$ cat config.mk
export PLATFORM = sky130hd
export DESIGN_NAME = mem_arbiter_flat
export DESIGN_NICKNAME = d
export VERILOG_FILES = /design/src/rtl/mem_arb_pkg.sv /design/src/rtl/mem_arbiter_if.sv /design/src/rtl/arb_wait_counter.sv /design/src/rtl/mem_arbiter.sv /design/src/flat_wrapper.sv
export SDC_FILE = /design/constraint.sdc
export NUM_CORES = 1
export LEC_CHECK = 0
export CAP_MARGIN = 20
export CELL_PAD_IN_SITES_DETAIL_PLACEMENT = 1
export CELL_PAD_IN_SITES_GLOBAL_PLACEMENT = 1
export CORE_MARGIN = 2
export CORE_UTILIZATION = 31
export CTS_CLUSTER_DIAMETER = 150
export DETAILED_ROUTE_END_ITERATION = 10
export PLACE_DENSITY_LB_ADDON = 0.25
export SETUP_SLACK_MARGIN = 0.05
export SLEW_MARGIN = 20
export SYNTH_ARGS = -nofsm -noshare
export SYNTH_HDL_FRONTEND = slang
export SYNTH_SLANG_ARGS = --single-unit
$ cat constraint.sdc
create_clock -name i_clk -period 2 [get_ports i_clk]
set_input_delay 0.3 -clock i_clk [delete_from_list [all_inputs] [get_ports i_clk]]
set_output_delay 0.3 -clock i_clk [all_outputs]
set_load 0.01 [all_outputs]
$ cat src/rtl/mem_arb_pkg.sv
// Shared types and constants for the two-requester memory arbiter.
package mem_arb_pkg;

  typedef enum logic [1:0] {
    StIdle   = 2'b00,
    StAccess = 2'b01,
    StResp   = 2'b10
  } arb_state_e;

  localparam logic        RW_READ             = 1'b1;
  localparam logic        RW_WRITE            = 1'b0;
  localparam int unsigned WAIT_CYCLES_DEFAULT = 2;
  localparam int unsigned ADDR_W              = 32;
  localparam int unsigned DATA_W              = 32;
  localparam int unsigned CNT_W               = 4;

  // Returns the winning requester index; on contention the one not served last wins.
  function automatic logic pick_grant(input logic req0, input logic req1, input logic last);
    if (req0 && req1) return ~last;
    return req1;
  endfunction

endpackage

$ cat src/rtl/mem_arbiter_if.sv
// Requester and memory-side signals of the arbiter, bundled with directional modports.
interface mem_arbiter_if;
  import mem_arb_pkg::*;

  logic              m0_req;
  logic              m0_rw;
  logic [ADDR_W-1:0] m0_addr;
  logic [DATA_W-1:0] m0_wdata;
  logic [DATA_W-1:0] m0_rdata;
  logic              m0_ack;

  logic              m1_req;
  logic              m1_rw;
  logic [ADDR_W-1:0] m1_addr;
  logic [DATA_W-1:0] m1_wdata;
  logic [DATA_W-1:0] m1_rdata;
  logic              m1_ack;

  logic              mem_en;
  logic              mem_rw;
  logic [ADDR_W-1:0] mem_addr;
  logic [DATA_W-1:0] mem_wdata;
  logic [DATA_W-1:0] mem_rdata;

  // Arbiter view.
  modport slave (
    input  m0_req, m0_rw, m0_addr, m0_wdata,
    output m0_rdata, m0_ack,
    input  m1_req, m1_rw, m1_addr, m1_wdata,
    output m1_rdata, m1_ack,
    output mem_en, mem_rw, mem_addr, mem_wdata,
    input  mem_rdata
  );

  // Environment view: requesters plus memory model.
  modport master (
    output m0_req, m0_rw, m0_addr, m0_wdata,
    input  m0_rdata, m0_ack,
    output m1_req, m1_rw, m1_addr, m1_wdata,
    input  m1_rdata, m1_ack,
    input  mem_en, mem_rw, mem_addr, mem_wdata,
    output mem_rdata
  );

endinterface

$ cat src/rtl/arb_wait_counter.sv
// Loadable down-counter that stops at zero; zero flag marks the final access cycle.
module arb_wait_counter
  import mem_arb_pkg::*;
(
  input  logic             i_clk,
  input  logic             i_rst_n,
  input  logic             i_load,
  input  logic [CNT_W-1:0] i_load_val,
  input  logic             i_dec,
  output logic             o_zero
);

  logic [CNT_W-1:0] r_count;

  always_ff @(posedge i_clk or negedge i_rst_n) begin
    if (!i_rst_n) begin
      r_count <= '0;
    end else if (i_load) begin
      r_count <= i_load_val;
    end else if (i_dec && (r_count != '0)) begin
      r_count <= r_count - CNT_W'(1);
    end
  end

  assign o_zero = (r_count == '0);

endmodule

$ cat src/rtl/mem_arbiter.sv
// Round-robin arbiter granting two requesters access to one memory port,
// with WAIT_CYCLES extra access cycles per transfer.
module mem_arbiter
  import mem_arb_pkg::*;
#(
  parameter int unsigned WAIT_CYCLES = WAIT_CYCLES_DEFAULT
) (
  input logic           i_clk,
  input logic           i_rst_n,
  mem_arbiter_if.slave  io_bus
);

  localparam logic [CNT_W-1:0] LoadVal = CNT_W'(WAIT_CYCLES);

  arb_state_e        r_state;
  logic              r_gnt;
  logic              r_last;
  logic              r_rw;
  logic [ADDR_W-1:0] r_addr;
  logic [DATA_W-1:0] r_mem_wdata;
  logic              r_mem_en;
  logic              r_m0_ack;
  logic              r_m1_ack;
  logic [DATA_W-1:0] r_m0_rdata;
  logic [DATA_W-1:0] r_m1_rdata;

  logic              w_any_req;
  logic              w_gnt;
  logic              w_sel_rw;
  logic [ADDR_W-1:0] w_sel_addr;
  logic [DATA_W-1:0] w_sel_wdata;
  logic              w_cnt_load;
  logic              w_cnt_dec;
  logic              w_cnt_zero;

  assign w_any_req   = io_bus.m0_req | io_bus.m1_req;
  assign w_gnt       = pick_grant(io_bus.m0_req, io_bus.m1_req, r_last);
  assign w_sel_rw    = w_gnt ? io_bus.m1_rw    : io_bus.m0_rw;
  assign w_sel_addr  = w_gnt ? io_bus.m1_addr  : io_bus.m0_addr;
  assign w_sel_wdata = w_gnt ? io_bus.m1_wdata : io_bus.m0_wdata;

  assign w_cnt_load  = (r_state == StIdle) && w_any_req;
  assign w_cnt_dec   = (r_state == StAccess);

  arb_wait_counter u_wait_counter (
    .i_clk      (i_clk),
    .i_rst_n    (i_rst_n),
    .i_load     (w_cnt_load),
    .i_load_val (LoadVal),
    .i_dec      (w_cnt_dec),
    .o_zero     (w_cnt_zero)
  );

  always_ff @(posedge i_clk or negedge i_rst_n) begin
    if (!i_rst_n) begin
      r_state     <= StIdle;
      r_gnt       <= 1'b0;
      r_last      <= 1'b1;
      r_rw        <= RW_READ;
      r_addr      <= '0;
      r_mem_wdata <= '0;
      r_mem_en    <= 1'b0;
      r_m0_ack    <= 1'b0;
      r_m1_ack    <= 1'b0;
      r_m0_rdata  <= '0;
      r_m1_rdata  <= '0;
    end else begin
      case (r_state)
        StIdle: begin
          if (w_any_req) begin
            r_gnt       <= w_gnt;
            r_rw        <= w_sel_rw;
            r_addr      <= w_sel_addr;
            r_mem_wdata <= (w_sel_rw == RW_WRITE) ? w_sel_wdata : '0;
            r_mem_en    <= 1'b1;
            r_state     <= StAccess;
          end
        end
        StAccess: begin
          if (w_cnt_zero) begin
            r_mem_en <= 1'b0;
            if (r_rw == RW_READ) begin
              if (r_gnt) r_m1_rdata <= io_bus.mem_rdata;
              else       r_m0_rdata <= io_bus.mem_rdata;
            end
            if (r_gnt) r_m1_ack <= 1'b1;
            else       r_m0_ack <= 1'b1;
            r_state <= StResp;
          end
        end
        StResp: begin
          r_m0_ack <= 1'b0;
          r_m1_ack <= 1'b0;
          r_last   <= r_gnt;
          r_state  <= StIdle;
        end
        default: begin
          r_mem_en <= 1'b0;
          r_m0_ack <= 1'b0;
          r_m1_ack <= 1'b0;
          r_state  <= StIdle;
        end
      endcase
    end
  end

  assign io_bus.mem_en    = r_mem_en;
  assign io_bus.mem_rw    = r_rw;
  assign io_bus.mem_addr  = r_addr;
  assign io_bus.mem_wdata = r_mem_wdata;
  assign io_bus.m0_ack    = r_m0_ack;
  assign io_bus.m1_ack    = r_m1_ack;
  assign io_bus.m0_rdata  = r_m0_rdata;
  assign io_bus.m1_rdata  = r_m1_rdata;

endmodule

$ cat src/flat_wrapper.sv
// flat-port wrapper written by rule: the top's interface ports become plain ports
module mem_arbiter_flat import mem_arb_pkg::*;
#(
  parameter int unsigned WAIT_CYCLES = WAIT_CYCLES_DEFAULT
)
  (i_clk, i_rst_n, io_bus_m0_req, io_bus_m0_rw, io_bus_m0_addr, io_bus_m0_wdata, io_bus_m0_rdata, io_bus_m0_ack, io_bus_m1_req, io_bus_m1_rw, io_bus_m1_addr, io_bus_m1_wdata, io_bus_m1_rdata, io_bus_m1_ack, io_bus_mem_en, io_bus_mem_rw, io_bus_mem_addr, io_bus_mem_wdata, io_bus_mem_rdata);
  mem_arbiter_if io_bus_i ();
  input logic i_clk;
  input logic i_rst_n;
  input wire logic [$bits(io_bus_i.m0_req)-1:0] io_bus_m0_req;
  input wire logic [$bits(io_bus_i.m0_rw)-1:0] io_bus_m0_rw;
  input wire logic [$bits(io_bus_i.m0_addr)-1:0] io_bus_m0_addr;
  input wire logic [$bits(io_bus_i.m0_wdata)-1:0] io_bus_m0_wdata;
  output wire logic [$bits(io_bus_i.m0_rdata)-1:0] io_bus_m0_rdata;
  output wire logic [$bits(io_bus_i.m0_ack)-1:0] io_bus_m0_ack;
  input wire logic [$bits(io_bus_i.m1_req)-1:0] io_bus_m1_req;
  input wire logic [$bits(io_bus_i.m1_rw)-1:0] io_bus_m1_rw;
  input wire logic [$bits(io_bus_i.m1_addr)-1:0] io_bus_m1_addr;
  input wire logic [$bits(io_bus_i.m1_wdata)-1:0] io_bus_m1_wdata;
  output wire logic [$bits(io_bus_i.m1_rdata)-1:0] io_bus_m1_rdata;
  output wire logic [$bits(io_bus_i.m1_ack)-1:0] io_bus_m1_ack;
  output wire logic [$bits(io_bus_i.mem_en)-1:0] io_bus_mem_en;
  output wire logic [$bits(io_bus_i.mem_rw)-1:0] io_bus_mem_rw;
  output wire logic [$bits(io_bus_i.mem_addr)-1:0] io_bus_mem_addr;
  output wire logic [$bits(io_bus_i.mem_wdata)-1:0] io_bus_mem_wdata;
  input wire logic [$bits(io_bus_i.mem_rdata)-1:0] io_bus_mem_rdata;
  assign io_bus_i.m0_req = io_bus_m0_req;
  assign io_bus_i.m0_rw = io_bus_m0_rw;
  assign io_bus_i.m0_addr = io_bus_m0_addr;
  assign io_bus_i.m0_wdata = io_bus_m0_wdata;
  assign io_bus_m0_rdata = io_bus_i.m0_rdata;
  assign io_bus_m0_ack = io_bus_i.m0_ack;
  assign io_bus_i.m1_req = io_bus_m1_req;
  assign io_bus_i.m1_rw = io_bus_m1_rw;
  assign io_bus_i.m1_addr = io_bus_m1_addr;
  assign io_bus_i.m1_wdata = io_bus_m1_wdata;
  assign io_bus_m1_rdata = io_bus_i.m1_rdata;
  assign io_bus_m1_ack = io_bus_i.m1_ack;
  assign io_bus_mem_en = io_bus_i.mem_en;
  assign io_bus_mem_rw = io_bus_i.mem_rw;
  assign io_bus_mem_addr = io_bus_i.mem_addr;
  assign io_bus_mem_wdata = io_bus_i.mem_wdata;
  assign io_bus_i.mem_rdata = io_bus_mem_rdata;
  mem_arbiter #(.WAIT_CYCLES(WAIT_CYCLES)) u_core (.i_clk(i_clk), .i_rst_n(i_rst_n), .io_bus(io_bus_i));
endmodule
==> flow_results.org, run 1 <==
** Outcome
- The run finished with clean final reports.

** Setup path
- The cell family contributing the most delay on the critical path is flip-flops.
- Slowest-stage cell, CP :: sky130_fd_sc_hd__dfstp_2
- The setup path with the least slack is of type reg -> out.
- Crit path buf inv count :: 1
- At the worst endpoint, the required time is around 1.7 ns.
- Arrival time of the worst setup path :: about 1.6 ns
- Counting cells, the worst reg-to-reg path comes to 5.
- The worst setup path is captured at a primary output.
- The largest single stage delay on the critical path is 0.60 ns.
- In this run the critical register-to-register path is launched from u_core.u_wait_counter.r_count[0].
- List of cells traversed by the critical path :: clkdlybuf4s50_1
- Worst R2R End :: u_core.u_wait_counter.r_count[2]
- Worst reg-to-reg setup slack :: 0.26 ns
- The worst setup path is launched from a flop.
- Largest driver fanout on the critical path :: 4

** Clock tree
- The tree built by TritonCTS fans out to 140 sinks.
- The clock passes through at most 2 buffers.
- After clock tree synthesis, the clock-pin slew on the worst setup and hold paths is roughly 0.06 ns.
- The H-tree was split into 4 levels.
- In this run the clock root is driven by a sky130_fd_sc_hd__clkbuf_16.
- Hold bufs inserted after CTS :: 1
- Later-pin clock latency in the skew report :: roughly 0.41 ns
- Post-CTS repair changed the size of 0 cells.
- Clock tree synthesis inserted a total of 17 buffers.
- TritonCTS built the clock tree.
- Postcts setup bufs :: 0

** Power
- Cell internal power dissipation :: 9.731 mW
- In this run, flip-flops and latches consume between 30% and 40% of the power.
- In this run the power spent charging and discharging nets is between 5 and 6 mW.
- Comb power frac :: ~46%
- Switching part of the total power :: between 30% and 40%
- Reported leakage power :: 4.260 nW
- Power Density :: between 1000 and 1500 mW/mm²
- The worst-case IR drop observed on VDD is 613.1 µV.
- Of the total power, the clock network draws 20.0%.

** Synthesis
- After synthesis the netlist holds a flip-flop and latch count of between 100 and 150.
- Part of the Yosys area used for sequential elements :: around 55%
- The number of different library cells used by synthesis comes to 32.
- Syn Nets :: 682
- Count of flip-flops with a built-in enable after synthesis :: 0
- Post-synth ARST share :: 100.0%
- Counting instances in the post-synthesis netlist gives the leading cell types as 138 x sky130_fd_sc_hd__dfrtp_1, 99 x sky130_fd_sc_hd__o21ai_0, 67 x sky130_fd_sc_hd__mux2i_1, 62 x sky130_fd_sc_hd__mux2_2, 34 x sky130_fd_sc_hd__nor2b_1.
- Post-synthesis instance area :: ~0.0063 mm²
- Dividing the synthesized area by the synthesized cell count gives between 10 and 15 µm².
- The most used flip-flop cell after synthesis is sky130_fd_sc_hd__dfrtp_1.
- Of all cell types, the one taking the most synthesized area is sky130_fd_sc_hd__dfrtp_1.
- Area contributors post-synth :: sky130_fd_sc_hd__dfrtp_1 54%, sky130_fd_sc_hd__mux2_2 11%, sky130_fd_sc_hd__mux2i_1 11%
- Count leader, synth :: sky130_fd_sc_hd__dfrtp_1
- After technology mapping, the gate count stands at 514.
- Area share of the largest cell type after synthesis :: a little over half
- Yosys warnings :: 0

** Global routing
- Number of antenna violations at the first check in global routing :: 1
- Global routing used between 10% and 20% of the available tracks across all layers.
- Entering global routing, the biggest net connects 77 pins.
- After global routing the overflow that remains totals 0.
- The number of global-route vias before repair came to roughly 5900.
- Global routing consumed, on the met1 layer, 22.05% of the routing resources.
- First-pass GRT wire length :: approximately 32 mm
- Met2 global-route usage :: roughly 33%
- The layer flagged by global routing as most heavily used is met2.
- Global routing met3 resource utilization :: 5.652%

** Drt
- After detailed routing, the number of vias per cell comes to slightly below 5.
- The first TritonRoute pass finished after 4 iterations.
- For this block, the via count after detailed routing is roughly 5300.
- The first routing iteration left roughly 200 violations.
- Once detail routing completed, the nets flagged for antenna violations numbered 0.
- After detailed routing, the average wire length per cell comes to approximately 18 µm.
- For this run, design rule violations remaining after detail routing come to 0.
- Routed Wire Length :: approximately 20 mm

** STA
- Highest clock rate :: around 530 MHz
- The worst path meets setup with roughly 0.10 ns of slack.
- The number of pins exceeding their max-slew limit in the final report was 0.
- Setup-failing EPs final :: 0
- Worst setup skew after layout :: around 0.013 ns
- Setup repair after global routing left no endpoint under its margin.
- Relative slew slack :: a little under three fifths
- Actual slew at the worst max-slew pin :: around 0.67 ns
- Min Tclk post-route :: between 1.5 and 2 ns
- Final Hold Vio Count :: 0
- After layout, the worst path uses a little over nine tenths of the clock period.

** Floorplan
- Starting utilization of the core area :: a little under a third
- Top-Level Pins :: 298
- Number of placement rows :: 52
- The floorplan step set the die width to 147.1 µm.
- In this run the vertical extent of the chip is between 100 and 150 µm.
- The total area inside the core boundary comes to 0.02017 mm².
- Area enclosed by the die boundary :: 0.02164 mm²

** Cells and area
- Net total in the final layout :: a little under 1000
- Relative to the synthesized area, the layout overhead comes to 61.75%.
- The post-route netlist has ~16% of its cells at a drive strength greater than 1.
- Final core utilization :: 50.92%
- Final-layout fill cell count :: roughly 2200

** Worst hold path
- Class of the worst hold path :: in -> async

** Job
- The tool flagged a number of max-cap violations equal to 0.

** Placed design
- Pre-CTS setup slack :: -0.08329 ns
- At the end of routability-driven placement, the weighted congestion stood at between 0.7 and 0.8.
- Placed wire-length estimate :: roughly 15 mm
- Count of input and output buffers :: about 300
==> layout by cell type (no fill, tap or decap), types with 3 or more instances in the layout <==
cell,synthesis,final
sky130_fd_sc_hd__clkdlybuf4s50_1,0,296
sky130_fd_sc_hd__dfrtp_1,138,138
sky130_fd_sc_hd__o21ai_0,99,99
sky130_fd_sc_hd__mux2i_1,67,67
sky130_fd_sc_hd__mux2_2,62,62
sky130_fd_sc_hd__nor2b_1,34,34
sky130_fd_sc_hd__o31ai_1,33,33
sky130_fd_sc_hd__clkbuf_16,0,17
sky130_fd_sc_hd__buf_4,5,15
sky130_fd_sc_hd__inv_6,0,6
sky130_fd_sc_hd__buf_12,0,6
sky130_fd_sc_hd__inv_1,4,4
sky130_fd_sc_hd__o21ai_1,5,4
sky130_fd_sc_hd__nand3_1,3,3
sky130_fd_sc_hd__a22o_1,3,3
sky130_fd_sc_hd__clkinv_4,0,3
sky130_fd_sc_hd__clkinvlp_4,0,3
==> power by group through the flow <==
stage | logic (mW) | clock network, mW | registers [mW]
after floorplan | 2.28 | 0 | 5.65
after global placement | 6.60 | 0 | 5.05
after detailed placement | 6.85 | 0 | 5.15
after CTS | 6.87 | 3.05 | 5.12
after global routing | 7.28 | 3.17 | 5.29
final | 6.74 | 2.96 | 5.11
==> flip-flops by register name, indices dropped and copies added (netlist names) <==
name / flops
u_core.r_gnt: 1
u_core.io_bus.mem_rw: 1
u_core.io_bus.m0_ack: 1
u_core.r_state: 2
u_core.io_bus.mem_en: 1
u_core.io_bus.m1_ack: 1
u_core.r_last: 1
u_core.u_wait_counter.r_count: 4
u_core.io_bus.mem_addr: 32
u_core.io_bus.m0_rdata: 32
u_core.io_bus.mem_wdata: 32
u_core.io_bus.m1_rdata: 32
==> layer usage <==
metal	routed length, µm	vias to the layer above
met3	1602	16
met2	10130	212
met4	276	0
met1	8037	2586
li1	-	2465
met5	0	-
==> worst max path at each step <==
stage | startpoint | slack, ns | cells after the start | end
after global routing | u_core.io_bus.mem_rw | 0.05 | 1 | io_bus_mem_rw
final | u_core.io_bus.mem_rw | 0.10 | 1 | io_bus_mem_rw
after floorplan | u_core.r_state[1] | 0.40 | 4 | u_core.io_bus.m0_rdata[15]
after global placement | io_bus_m1_req | -0.04 | 5 | u_core.io_bus.mem_wdata[5]
after CTS | u_core.io_bus.mem_rw | 0.07 | 1 | io_bus_mem_rw
after detailed placement | io_bus_m1_req | -0.08 | 5 | u_core.io_bus.mem_wdata[7]
==> area by class of cell <==
class	count	area [µm²]	share of cell area [%]
diodes	1	2.502	0.02436
clock buffers	17	425.4	4.142
clock inverters	15	128.9	1.255
inverters	4	15.01	0.1462
multi-input cells	330	2639	25.69
flip-flops and latches	140	3506	34.13
well taps	270	337.8	3.289
repair buffers	319	3217	31.32
==> kinds of logic (layout without fill, tap and decap cells) <==
group,count (synthesis),after routing,share of synthesized area [%]
AO/OA/AOI/OAI,145,145,13.04
flip-flops,140,140,55.21
multiplexers,131,131,22.03
AND/OR/NAND/NOR,52,52,5.675
buffers and inverters,44,355,3.645
adder cells (fa/ha/maj),2,2,0.3940
other,0,1,0
==> per-stage QoR <==
step / instance area, µm² / setup TNS, ns / power [mW] / hold WS (ns) / std cells
floorplan: 6350 / 0 / 7.922 / 0.004409 / 514
global placement: 9704 / -0.8183 / 11.65 / 0.2889 / 1062
detailed placement: 9704 / -1.405 / 12.00 / 0.2940 / 1062
CTS: 10270 / 0 / 15.04 / 0.4460 / 1095
global route: 10270 / 0 / 15.74 / 0.4801 / 1096
finish: 10270 / 0 / 14.81 / 0.4224 / 1096
Power figures use the tool's default switching activity.
==> inputs of run 2 (changes only) <==
- RECOVER_POWER: unset -> 50
==> run 2 against run 1 <==
  * Critical path depth unchanged
  * Clock-buffer cell count unchanged
  * Power down 1.4%
  * Critical endpoint unchanged
  * Highest routed layer unchanged
  * Core utilization down 0.17 points
  * Die area unchanged
  * Sequential power about the same
  * Cell area down 0.33%
  * Via count down 0.11%
==> flow_results.org, run 2 (synthesis gave the netlist of run 1 again) <==
** Drt
- Routed Wire Length :: 20.09 mm (+0.23%)
- The violation count after the first detailed-routing iteration came to 202 (unchanged).
- Number of vias per cell after detailed routing :: 4.811 (-0.11%)
- Post-detailed-route count of antenna-violating nets :: 0 (unchanged)
- The count of TritonRoute iterations in the first routing pass came to 4 (unchanged).
- Total via count in the routed design :: 5273 (-0.11%)
- Remaining routing DRC violations :: 0 (unchanged)
- Routed length per placed instance :: 18.33 µm (+0.23%)

** Power
- IR Drop Worst-Case VDD :: 613.1 µV (about the same)
- The internal cell power is 9.557 mW (-1.8%).
- The ratio of total power to cell area was 1427 mW/mm² (-1.1%).
- Switching part of the total power :: 34.57% (+0.27 points)
- The total power was 14.60 mW (-1.4%).
- The fraction of power consumed by the clock network came to 20.2% (+0.2 points).
- Power dissipated by switching net loads :: 5.048 mW (-0.60%)
- Reported leakage power :: 4.266 nW (+0.15%)
- The sequential share of power was 34.8% (+0.3 points).
- The combinational share of power came to 45.0% (-0.5 points).

** Setup path
- The worst setup path is captured at a primary output.
- The required time of the critical path was 1.70 ns (about the same).
- List of cells traversed by the critical path :: clkdlybuf4s50_1
- The largest stage delay on the critical path is 0.60 ns (about the same).
- The worst setup path is launched from a flop.
- Critical Setup Path Class :: reg -> out
- Arrival time of the worst setup path :: 1.60 ns (about the same)
- Crit path buf inv count :: 1 (unchanged)
- On the critical path, the stage with the largest delay is an instance of sky130_fd_sc_hd__dfstp_2.
- The highest net fanout along the worst path was 4 (unchanged).
- On the critical path the largest part of the delay comes from flip-flops.

** Placed design
- Placed Area :: 0.009704 mm² (unchanged)
- The count of buffers from port buffering is 297 (unchanged).
- The HPWL after detailed placement is 14.93 mm (unchanged).
- The final RePlAce weighted congestion came to 0.7931 (unchanged).

** Job
- Max-cap violations :: 0 (unchanged)

** STA
- Relative slew slack :: 46.32% (-8.9 points)
- Max Slew Vio Count :: 0 (unchanged)
- Setup-failing EPs final :: 0 (unchanged)
- Final Hold Vio Count :: 0 (unchanged)
- The actual transition at the worst max-transition pin came to 0.8052 ns (+0.1337 ns).
- Worst hold slack :: 0.4182 ns (-0.004171 ns)
- The share of the cycle needed by the critical path after routing came to 94.92% (about the same).
- The setup TNS came to 0 ns (unchanged).
- RSZ-0062 raised after global routing :: false
- The clock period minus final worst setup slack is 1.898 ns (+0.0001640 ns).
- Highest clock rate :: 526.7 MHz (about the same)
- Worst setup skew after layout :: 0.01270 ns (-0.00004750 ns)

** Cells and area
- The final-stage net count came to 980 (unchanged).
- The final cell utilization of the core was 50.76% (-0.17 points).
- The summed area of non-filler cells in the final layout is 0.01024 mm² (-0.33%).
- The fraction of final layout cells sized beyond drive strength 1 was 14.79% (-0.85 points).
- The number of inserted filler cells in the final layout came to 2168 (+0.28%).
- The library cell used most frequently in the layout, excluding fill and tap cells, is sky130_fd_sc_hd__clkdlybuf4s50_1.
- Area growth from synthesis to layout :: 61.22%
- Most frequent cells in the layout :: 254 x sky130_fd_sc_hd__clkdlybuf4s50_1, 138 x sky130_fd_sc_hd__dfrtp_1, 103 x sky130_fd_sc_hd__o21ai_0, 67 x sky130_fd_sc_hd__mux2i_1, 62 x sky130_fd_sc_hd__mux2_2

** Clock tree
- CTS tree :: yes
- The root buffer cell chosen for the clock tree is sky130_fd_sc_hd__clkbuf_16.
- Buffer levels on the longest clock path :: 2 (unchanged)
- The number of H-tree branching levels was 4 (unchanged).
- Later-pin clock latency in the skew report :: 0.41 ns (about the same)
- Clock transition at the registers of the reported paths :: 0.06 ns (about the same)
- Resized cells post-CTS :: 0 (unchanged)
- The clock sink count is 140 (unchanged).
- The CTS buffer count was 17 (unchanged).

** Global routing
- The wire length of the first global-routing pass is 32.06 mm (unchanged).
- The maximum number of pins on one net before global-route repair is 77 (unchanged).
- Vias in the first global route :: 5894 (unchanged)
- Total routing resource utilization after global routing :: 18.68% (unchanged)
- The initial antenna violation count was 1 (unchanged).
- Total overflow reported by the global router :: 0 (unchanged)

** Floorplan
- The chip width came to 147.1 µm (unchanged).
- The vertical extent of the die was 147.1 µm (unchanged).
- Starting utilization of the core area :: 31.48% (unchanged)
- Top-Level Pins :: 298 (unchanged)
- Area enclosed by the die boundary :: 0.02164 mm² (unchanged)
- The standard cell core area came to 0.02017 mm² (unchanged).
- The floorplan row count came to 52 (unchanged).

** Worst hold path
- Class of the worst hold path :: in -> async

** Outcome
- Run status :: finished clean
==> run 2: cell types whose count changed in the layout (fill, tap and decap cells not counted) <==
| cell | before | now |
|---|---|---|
| sky130_fd_sc_hd__a21boi_1 | 0 | 1 |
| sky130_fd_sc_hd__clkbuf_1 | 0 | 5 |
| sky130_fd_sc_hd__clkdlybuf4s50_1 | 296 | 254 |
| sky130_fd_sc_hd__o21ai_0 | 99 | 103 |
| sky130_fd_sc_hd__o21ai_2 | 1 | 0 |
| sky130_fd_sc_hd__and2_0 | 0 | 1 |
| sky130_fd_sc_hd__o21ai_1 | 4 | 1 |
| sky130_fd_sc_hd__dlygate4sd3_1 | 1 | 43 |
| sky130_fd_sc_hd__a21boi_4 | 1 | 0 |
| sky130_fd_sc_hd__buf_4 | 15 | 10 |
| sky130_fd_sc_hd__and2_1 | 1 | 0 |
==> run 2: path summary, 6_finish.rpt <==
check	slack, ns	depth (start not counted)	start	endpoint
worst max register to register	0.26	5	u_core.u_wait_counter.r_count[0]	u_core.u_wait_counter.r_count[2]
max in group asynchronous	0.45	3	i_rst_n	u_core.r_gnt
worst min register to register	0.50	1	u_core.io_bus.m1_rdata[26]	u_core.io_bus.m1_rdata[26]
min in group i_clk	0.50	1	u_core.io_bus.m1_rdata[26]	u_core.io_bus.m1_rdata[26]
worst max-delay path	0.10	1	u_core.io_bus.mem_rw	io_bus_mem_rw
worst min-delay path	0.42	2	i_rst_n	u_core.io_bus.m0_rdata[17]
==> run 2: cell type report <==
cell class / count / area, µm² / share of cell area [%]
diodes: 1 / 2.502 / 0.02444
clock buffers: 17 / 425.4 / 4.155
clock inverters: 15 / 128.9 / 1.259
inverters: 4 / 15.01 / 0.1467
multi-input cells: 330 / 2624 / 25.63
flip-flops and latches: 140 / 3506 / 34.25
well taps: 270 / 337.8 / 3.300
repair buffers: 319 / 3198 / 31.24
==> run 2: per-layer routing <==
metal / GRT usage, % / vias to the layer above / wire [µm]
li1: - / 2465 / -
met1: 22.05 / 2588 / 8141
met2: 32.83 / 204 / 10110
met3: 5.652 / 16 / 1563
met4: 5.529 / 0 / 276
met5: 0 / - / 0
==> run 2: power groups by stage <==
stage | logic (mW) | registers, mW | clock network [mW]
finish | 6.57 | 5.09 | 2.95
CTS | 6.87 | 5.12 | 3.05
detailed placement | 6.85 | 5.15 | 0
floorplan | 2.28 | 5.65 | 0
global route | 7.10 | 5.27 | 3.17
global placement | 6.60 | 5.05 | 0
==> run 2: through the flow <==
| step | cells | setup WS (ns) |
|---|---|---|
| finish | 1096 | 0.1015 |
| global route | 1096 | 0.05099 |
| CTS | 1095 | 0.07346 |
| detailed placement | 1062 | -0.08329 |
| global placement | 1062 | -0.04320 |
| floorplan | 514 | 0.3983 |
==> run 2: timing repair <==
| item | CTS | global route |
|---|---|---|
| hold buffers | 1 | 0 |
| endpoints found under the hold margin | 50 | 0 |
| buffers inserted | 0 | 0 |
